File: src/rtl/led_data_reporter.sv
// led_data_reporter: reads one LED buffer word and sends {addr, data} bytes over UART.
// Defining LED_REPORT_CHECKSUM_EN appends an XOR checksum byte to each frame.
module led_data_reporter #(
    parameter int MEM_AW = 8,
    parameter int RD_LAT = 1
) (
    input  logic              clock,
    input  logic              reset,
    input  logic              req_valid,
    input  logic [31:0]       req_addr,
    output logic              req_ready,
    output logic [MEM_AW-1:0] LED0_RdAddr,
    input  logic [31:0]       LED0_RdData,
    output logic [MEM_AW-1:0] LED1_RdAddr,
    input  logic [31:0]       LED1_RdData,
    output logic [7:0]        UART_Tx,
    output logic              UART_TxStart,
    input  logic              UART_TxBusy
);
`ifdef LED_REPORT_CHECKSUM_EN
    localparam logic [3:0] FRAME_LEN = 4'd9;
`else
    localparam logic [3:0] FRAME_LEN = 4'd8;
`endif
    typedef enum logic [2:0] {IDLE, READ, LOAD, SEND, GUARD, WAIT} state_t;
    state_t state, state_nx;
    logic [31:0] addr_q;
    logic [31:0] data_q;
    logic [2:0]  lat_cnt;
    logic [3:0]  idx;
    logic [7:0]  tx_q;
    logic [7:0]  cur_byte;
    logic [63:0] frame;
    logic        accept;
    assign frame = {data_q, addr_q};
`ifdef LED_REPORT_CHECKSUM_EN
    logic [7:0] csum;
    assign csum = frame[7:0] ^ frame[15:8] ^ frame[23:16] ^ frame[31:24]
                ^ frame[39:32] ^ frame[47:40] ^ frame[55:48] ^ frame[63:56];
    assign cur_byte = (idx == 4'd8) ? csum : frame[{idx[2:0], 3'b000} +: 8];
`else
    assign cur_byte = frame[{idx[2:0], 3'b000} +: 8];
`endif
    assign req_ready    = state == IDLE;
    assign accept       = req_valid && req_ready;
    assign UART_TxStart = state == SEND && !UART_TxBusy;
    // The byte register only loads on the pulse, so UART_Tx holds until the next one
    assign UART_Tx      = UART_TxStart ? cur_byte : tx_q;
    always_ff @(posedge clock or posedge reset) begin
        if (reset)
            state <= IDLE;
        else
            state <= state_nx;
    end
    always_comb begin
        state_nx = state;
        case (state)
            IDLE:    state_nx = accept ? READ : IDLE;
            READ:    state_nx = (lat_cnt == 3'(RD_LAT)) ? LOAD : READ;
            LOAD:    state_nx = SEND;
            SEND:    state_nx = UART_TxBusy ? SEND : GUARD;
            GUARD:   state_nx = WAIT;
            WAIT:    state_nx = UART_TxBusy ? WAIT : (idx == FRAME_LEN) ? IDLE : SEND;
            default: state_nx = IDLE;
        endcase
    end
    always_ff @(posedge clock or posedge reset) begin
        if (reset) begin
            addr_q      <= '0;
            data_q      <= '0;
            lat_cnt     <= '0;
            idx         <= '0;
            tx_q        <= '0;
            LED0_RdAddr <= '0;
            LED1_RdAddr <= '0;
        end else begin
            if (accept) begin
                addr_q  <= req_addr;
                lat_cnt <= 3'd1;
                idx     <= '0;
                if (req_addr[31])
                    LED1_RdAddr <= req_addr[MEM_AW-1:0];
                else
                    LED0_RdAddr <= req_addr[MEM_AW-1:0];
            end
            if (state == READ)
                lat_cnt <= lat_cnt + 3'd1;
            if (state == LOAD)
                data_q <= addr_q[31] ? LED1_RdData : LED0_RdData;
            if (UART_TxStart) begin
                tx_q <= cur_byte;
                idx  <= idx + 4'd1;
            end
        end
    end
endmodule

File: config.mk
export PLATFORM = sky130hd
export DESIGN_NAME = led_data_reporter
export DESIGN_NICKNAME = d
export VERILOG_FILES = /design/src/rtl/led_data_reporter.sv
export SDC_FILE = /design/constraint.sdc
export NUM_CORES = 1
export LEC_CHECK = 0
export ABC_AREA = 0
export BUFFER_PORTS_ARGS = -buffer_cell sky130_fd_sc_hd__buf_2
export CORE_UTILIZATION = 43
export DETAILED_ROUTE_END_ITERATION = 16
export PLACE_DENSITY = 0.69
export SLEW_MARGIN = 20
export SYNTH_ARGS = -nofsm -noshare
export SYNTH_HDL_FRONTEND = slang
export SYNTH_SLANG_ARGS = --single-unit
File: constraint.sdc
create_clock -name clock -period 2.7 [get_ports clock]
set_input_delay 0.27 -clock clock [delete_from_list [all_inputs] [get_ports clock]]
set_output_delay 0.27 -clock clock [all_outputs]
set_load 0.02 [all_outputs]
### Yosys cells after proc, flatten, opt, wreduce, memory -nomap -nowiden

Cells that the tools add are included.

| word-level totals | value |
|---|---|
| register bits after elaboration | 98 |
| bits of input ports | 100 |
| output and inout port bits | 26 |

| cells by class | value |
|---|---|
| add/subtract/negate cells | 2 |
| eq/ne operators | 7 |
| shifts and indexed selects | 1 |
| multiplexer cells | 12 |
| bitwise gates (word level) | 1 |
| reductions and logical operators | 8 |

Operators by type and width:

| cell | number |
|---|---|
| 64-bit by 7-bit indexed part select with 8-bit output | 1 |
| 32-bit 2-to-1 mux | 1 |
| 3-bit case mux with 6 select lines | 1 |
| 3-bit 2-to-1 mux | 4 |
| 4-bit 2-to-1 mux | 2 |
| 8-bit 2-to-1 mux | 1 |
| 3-bit by 1-bit == test with 1-bit output (second input constant) | 2 |
| 3-bit by 2-bit == test with 1-bit output (second input constant) | 2 |
| 3-bit == test (second input constant) | 2 |
| 4-bit by 1-bit adder with 4-bit output (second input constant) | 1 |
| 4-bit == test (second input constant) | 1 |
| 2-bit 2-to-1 mux | 2 |
| 2-bit AND reduction | 2 |
| 2-bit nonzero test | 2 |
| 3-bit by 1-bit adder with 3-bit output (second input constant) | 1 |
| 3-bit zero test | 1 |
| 1-bit logical AND | 2 |
| 1-bit zero test | 1 |
| 1-bit 2-to-1 mux | 1 |
| 1-bit inverter | 1 |

### Logic depth before layout (Yosys ltp)

| depth | value |
|---|---|
| depth in word-level cells | 4 |
| mapped depth | 7 |

### Least setup slack after synthesis

OpenSTA, ideal clock, no wires.

| path | value |
|---|---|
| path kind | register to output |
| from | register idx[0] |
| to | output port UART_Tx[0] |
| arrival time | 1.668 ns |
| required time | 2.430 ns |
| setup slack | 0.762 ns |
| stages on the path, launching flop included | 6 |
| path buffers | 2 |
| cells stage by stage | dfrtp_1 -> buf_2 -> buf_2 -> mux2i_1 -> a22o_1 -> o31ai_1 |

| between the ends | value |
|---|---|
| cells in the longest elaborated chain, start to end | 2 |

RTL lines:

| item | RTL line | RTL |
|---|---|---|
| start: declaration | 30 | `logic [3:0] idx;` |
| start signal: assignment | 92 | `idx <= idx + 4'd1;` |
| 64-bit by 7-bit indexed part select with 8-bit output | 42 | `assign cur_byte = frame[{idx[2:0], 3'b000} +: 8];` |
| 8-bit 2-to-1 mux | n/a |  |
| end: declaration | 16 | `output logic [7:0] UART_Tx,` |

Every way passes these cells.

### Worst setup path in the final report

| path | value |
|---|---|
| from | register state[2] |
| to | output port UART_Tx[5] |

| between the ends | value |
|---|---|
| cells in the longest elaborated chain, start to end | 3 |

RTL lines:

| item | RTL line | RTL |
|---|---|---|
| start: declaration | 26 | `state_t state, state_nx;` |
| start signal: assignment | 53 | `state <= state_nx;` |
| 3-bit by 2-bit == test with 1-bit output | 46 | `assign UART_TxStart = state == SEND && !UART_TxBusy;` |
| 1-bit logical AND | 46 |  |
| 8-bit 2-to-1 mux | n/a |  |

Every way passes these cells.

==> results.json <==
{
  "vdd_ir_drop_max_v": 0.000551,
  "grt_overflow": 0,
  "place_congestion": 0.791,
  "max_slew_margin": 0.569,
  "vias": 3328,
  "ff2ff_path_depth": 4,
  "ant_nets": 0,
  "cts_buffers": 9,
  "fin_crit_sh": 0.848,
  "finalNonFillerCells": 644,
  "yosys_warnings": 0,
  "post-place-cells": 628,
  "crit_type": "flop to output pin",
  "cts_num_sinks": 98,
  "routedWlPerCell_um": 15.4,
  "fmax_ghz": 0.437,
  "place_ws_ns": 0.612,
  "fin_nets": 607,
  "rsz0062_at_grt": "false",
  "synthCells": 384,
  "wl_mm": 9.93,
  "grt_start_max_net_pins": 99,
  "core_area_um2": 10400,
  "r2r_end": "LED1_RdAddr[3]",
  "worst_slack_ns": 0.410,
  "power_density_nw_per_um2": 1120,
  "critPathCaptureType": "output pin",
  "antenna_found_initial": 0,
  "arrival_ns": 2.02,
  "die_x_um": 106,
  "cts.repair.resized": 0,
  "hold_class": "input port to asynchronous set/reset pin",
  "syn_avg_cell_area_um2": 12.1,
  "finalSetupTns_ns": 0,
  "worstMarginPinSlew_ns": 0.646,
  "power.leakage_nw": 2.54,
  "grt_pass1_wl_mm": 16.1,
  "slew_violations": 0,
  "initial_core_util": 0.447,
  "clk_pin_slew_ns": 0.10,
  "status": "finished clean",
  "ys_ff_latch": 98,
  "htreeDepth": 3,
  "die_y_um": 106,
  "cp-start-kind": "flop",
  "ios": 126,
  "dp.final_hpwl_mm": 7.20,
  "ys_types": 32,
  "seq_area_frac_synth": 0.529,
  "drtIter0Drc": 96,
  "drt-vias-per-instance": 5.17,
  "drcViolationCount": 0,
  "finalHoldViolCount": 0,
  "synthesis.nets": 488,
  "rrSetupSlack_ns": 0.63,
  "numPortBuffers": 125,
  "netlist_area_um2": 4640,
  "row_count": 37,
  "drive_above_1_share": 0.435,
  "nFillCells": 945,
  "dieArea_um2": 11200,
  "cts.path.max_buffers": 2,
  "setup_violations": 0,
  "rr_startpoint": "state[2]",
  "grt.total_usage": 0.185,
  "post_cts_buffers": 0,
  "fin_worst_skew_ns": 0.0180,
  "critPathMaxFanout": 19,
  "drtPass1Iterations": 4,
  "cts_tree": "built",
  "syn2layout_area_growth_pct": 20.2,
  "maxCapViolCount": 0,
  "diodes": 0,
  "p_total_mw": 6.21,
  "grt_pass1_vias": 3315,
  "ctsHoldBuffers": 0,
  "period_needed_ns": 2.29,
  "cts_root_buf": "clkbuf_8",
  "clock_latency_ns": 0.37,
  "worstPathRequired_ns": 2.43
}
==> worst max path at each step <==
stage,startpoint,to,slack [ns],cells past startpoint
detailed placement,state[2],LED1_RdAddr[3],0.61,4
floorplan,idx[0],UART_Tx[0],0.76,5
finish,state[2],UART_Tx[5],0.41,4
CTS,state[2],UART_Tx[3],0.39,4
global route,state[2],UART_Tx[5],0.28,4
global placement,state[2],LED1_RdAddr[1],0.71,4
==> metrics by stage <==
step,hold WS (ns),cell area (um^2),utilization
final,0.0269,5570,0.537
after global routing,0.0682,5570,0.537
after CTS,0.0557,5570,0.537
after detailed placement,0.459,5400,0.520
after global placement,0.456,5400,0.520
after floorplan,0.379,4640,-
==> registers in the layout, indices dropped and copies added, names as in the netlist <==
name	count
LED1_RdAddr	8
data_q	32
tx_q	8
state	3
idx	4
LED0_RdAddr	8
lat_cnt	3
addr_q	32
==> layout make-up <==
| class | instances | area [um^2] | share of cell area |
|---|---|---|---|
| multi-input combinational | 253 | 2040 | 0.365 |
| sequential | 98 | 2450 | 0.441 |
| timing repair buffer | 134 | 706 | 0.127 |
| tap | 136 | 170 | 0.0305 |
| clock inverter | 5 | 42.5 | 0.00764 |
| inverter | 7 | 30.0 | 0.00539 |
| clock buffer | 11 | 131 | 0.0236 |
==> synthesized netlist by cell type (all sizes together) <==
library cell | count | area, um^2
dfrtp | 98 | 2450
nand3 | 2 | 10.0
or3b | 1 | 8.76
inv | 7 | 26.3
o31ai | 8 | 60.1
clkbuf | 1 | 3.75
a22o | 11 | 96.3
mux2i | 49 | 490
nor2b | 4 | 25.0
nor3b | 1 | 7.51
nor4b | 1 | 23.8
or4b | 1 | 10.0
mux2 | 65 | 732
nand4bb | 1 | 11.3
o221ai | 1 | 8.76
a21oi | 33 | 165
o22ai | 9 | 56.3
o21ai | 4 | 20.0
nand2b | 3 | 18.8
nor3 | 1 | 5.00
ha | 4 | 50.1
nor2 | 35 | 131
a22oi | 1 | 7.51
a32oi | 1 | 8.76
o2bb2ai | 1 | 8.76
buf | 25 | 123
nand3b | 2 | 15.0
nand2 | 13 | 51.3
xnor2 | 1 | 8.76
==> worst max-delay path, cell delays in order, from the launching register on <==
cell and delay (ns):
dfrtp_1 0.53, nand4bb_1 0.26, buf_4 0.23, o31ai_1 0.41, buf_2 0.25
==> kinds of logic (layout without fill, tap and decap cells) <==
kind of cell	after synthesis	after routing	share of synthesized area
adders and majority gates	4	4	0.0108
AOI/OAI and AO/OA	69	69	0.0931
xor gates and xnor gates	1	1	0.00189
buffers and inverters	33	157	0.0329
DFF	98	98	0.529
and+or+nand+nor	65	65	0.0686
muxes	114	114	0.264
==> power breakdown <==
group,switching [mW],leakage (nW),internal [mW]
logic,1.43,1.32,1.34
registers,0.411,1.14,2.16
clock network,0.522,0.0853,0.350
==> routing by layer <==
layer | GRT usage | part of all wire | vias up
met4 | 0.0605 | 0.017 | 0
met1 | 0.250 | 0.47 | 1594
li1 | - | - | 1614
met2 | 0.292 | 0.46 | 105
met3 | 0.0445 | 0.056 | 15
met5 | 0 | 0 | -
==> placed cells by master, fill, tap and decap left out, types with 6 or more instances in the layout <==
master / n
a21oi_1: 33
a22o_1: 11
buf_2: 125
buf_4: 8
clkbuf_8: 9
dfrtp_1: 96
inv_1: 6
mux2_2: 65
mux2i_1: 49
nand2_1: 12
nor2_1: 35
o22ai_1: 9
o31ai_1: 8
No activity file was read; power rests on OpenSTA's default activity.
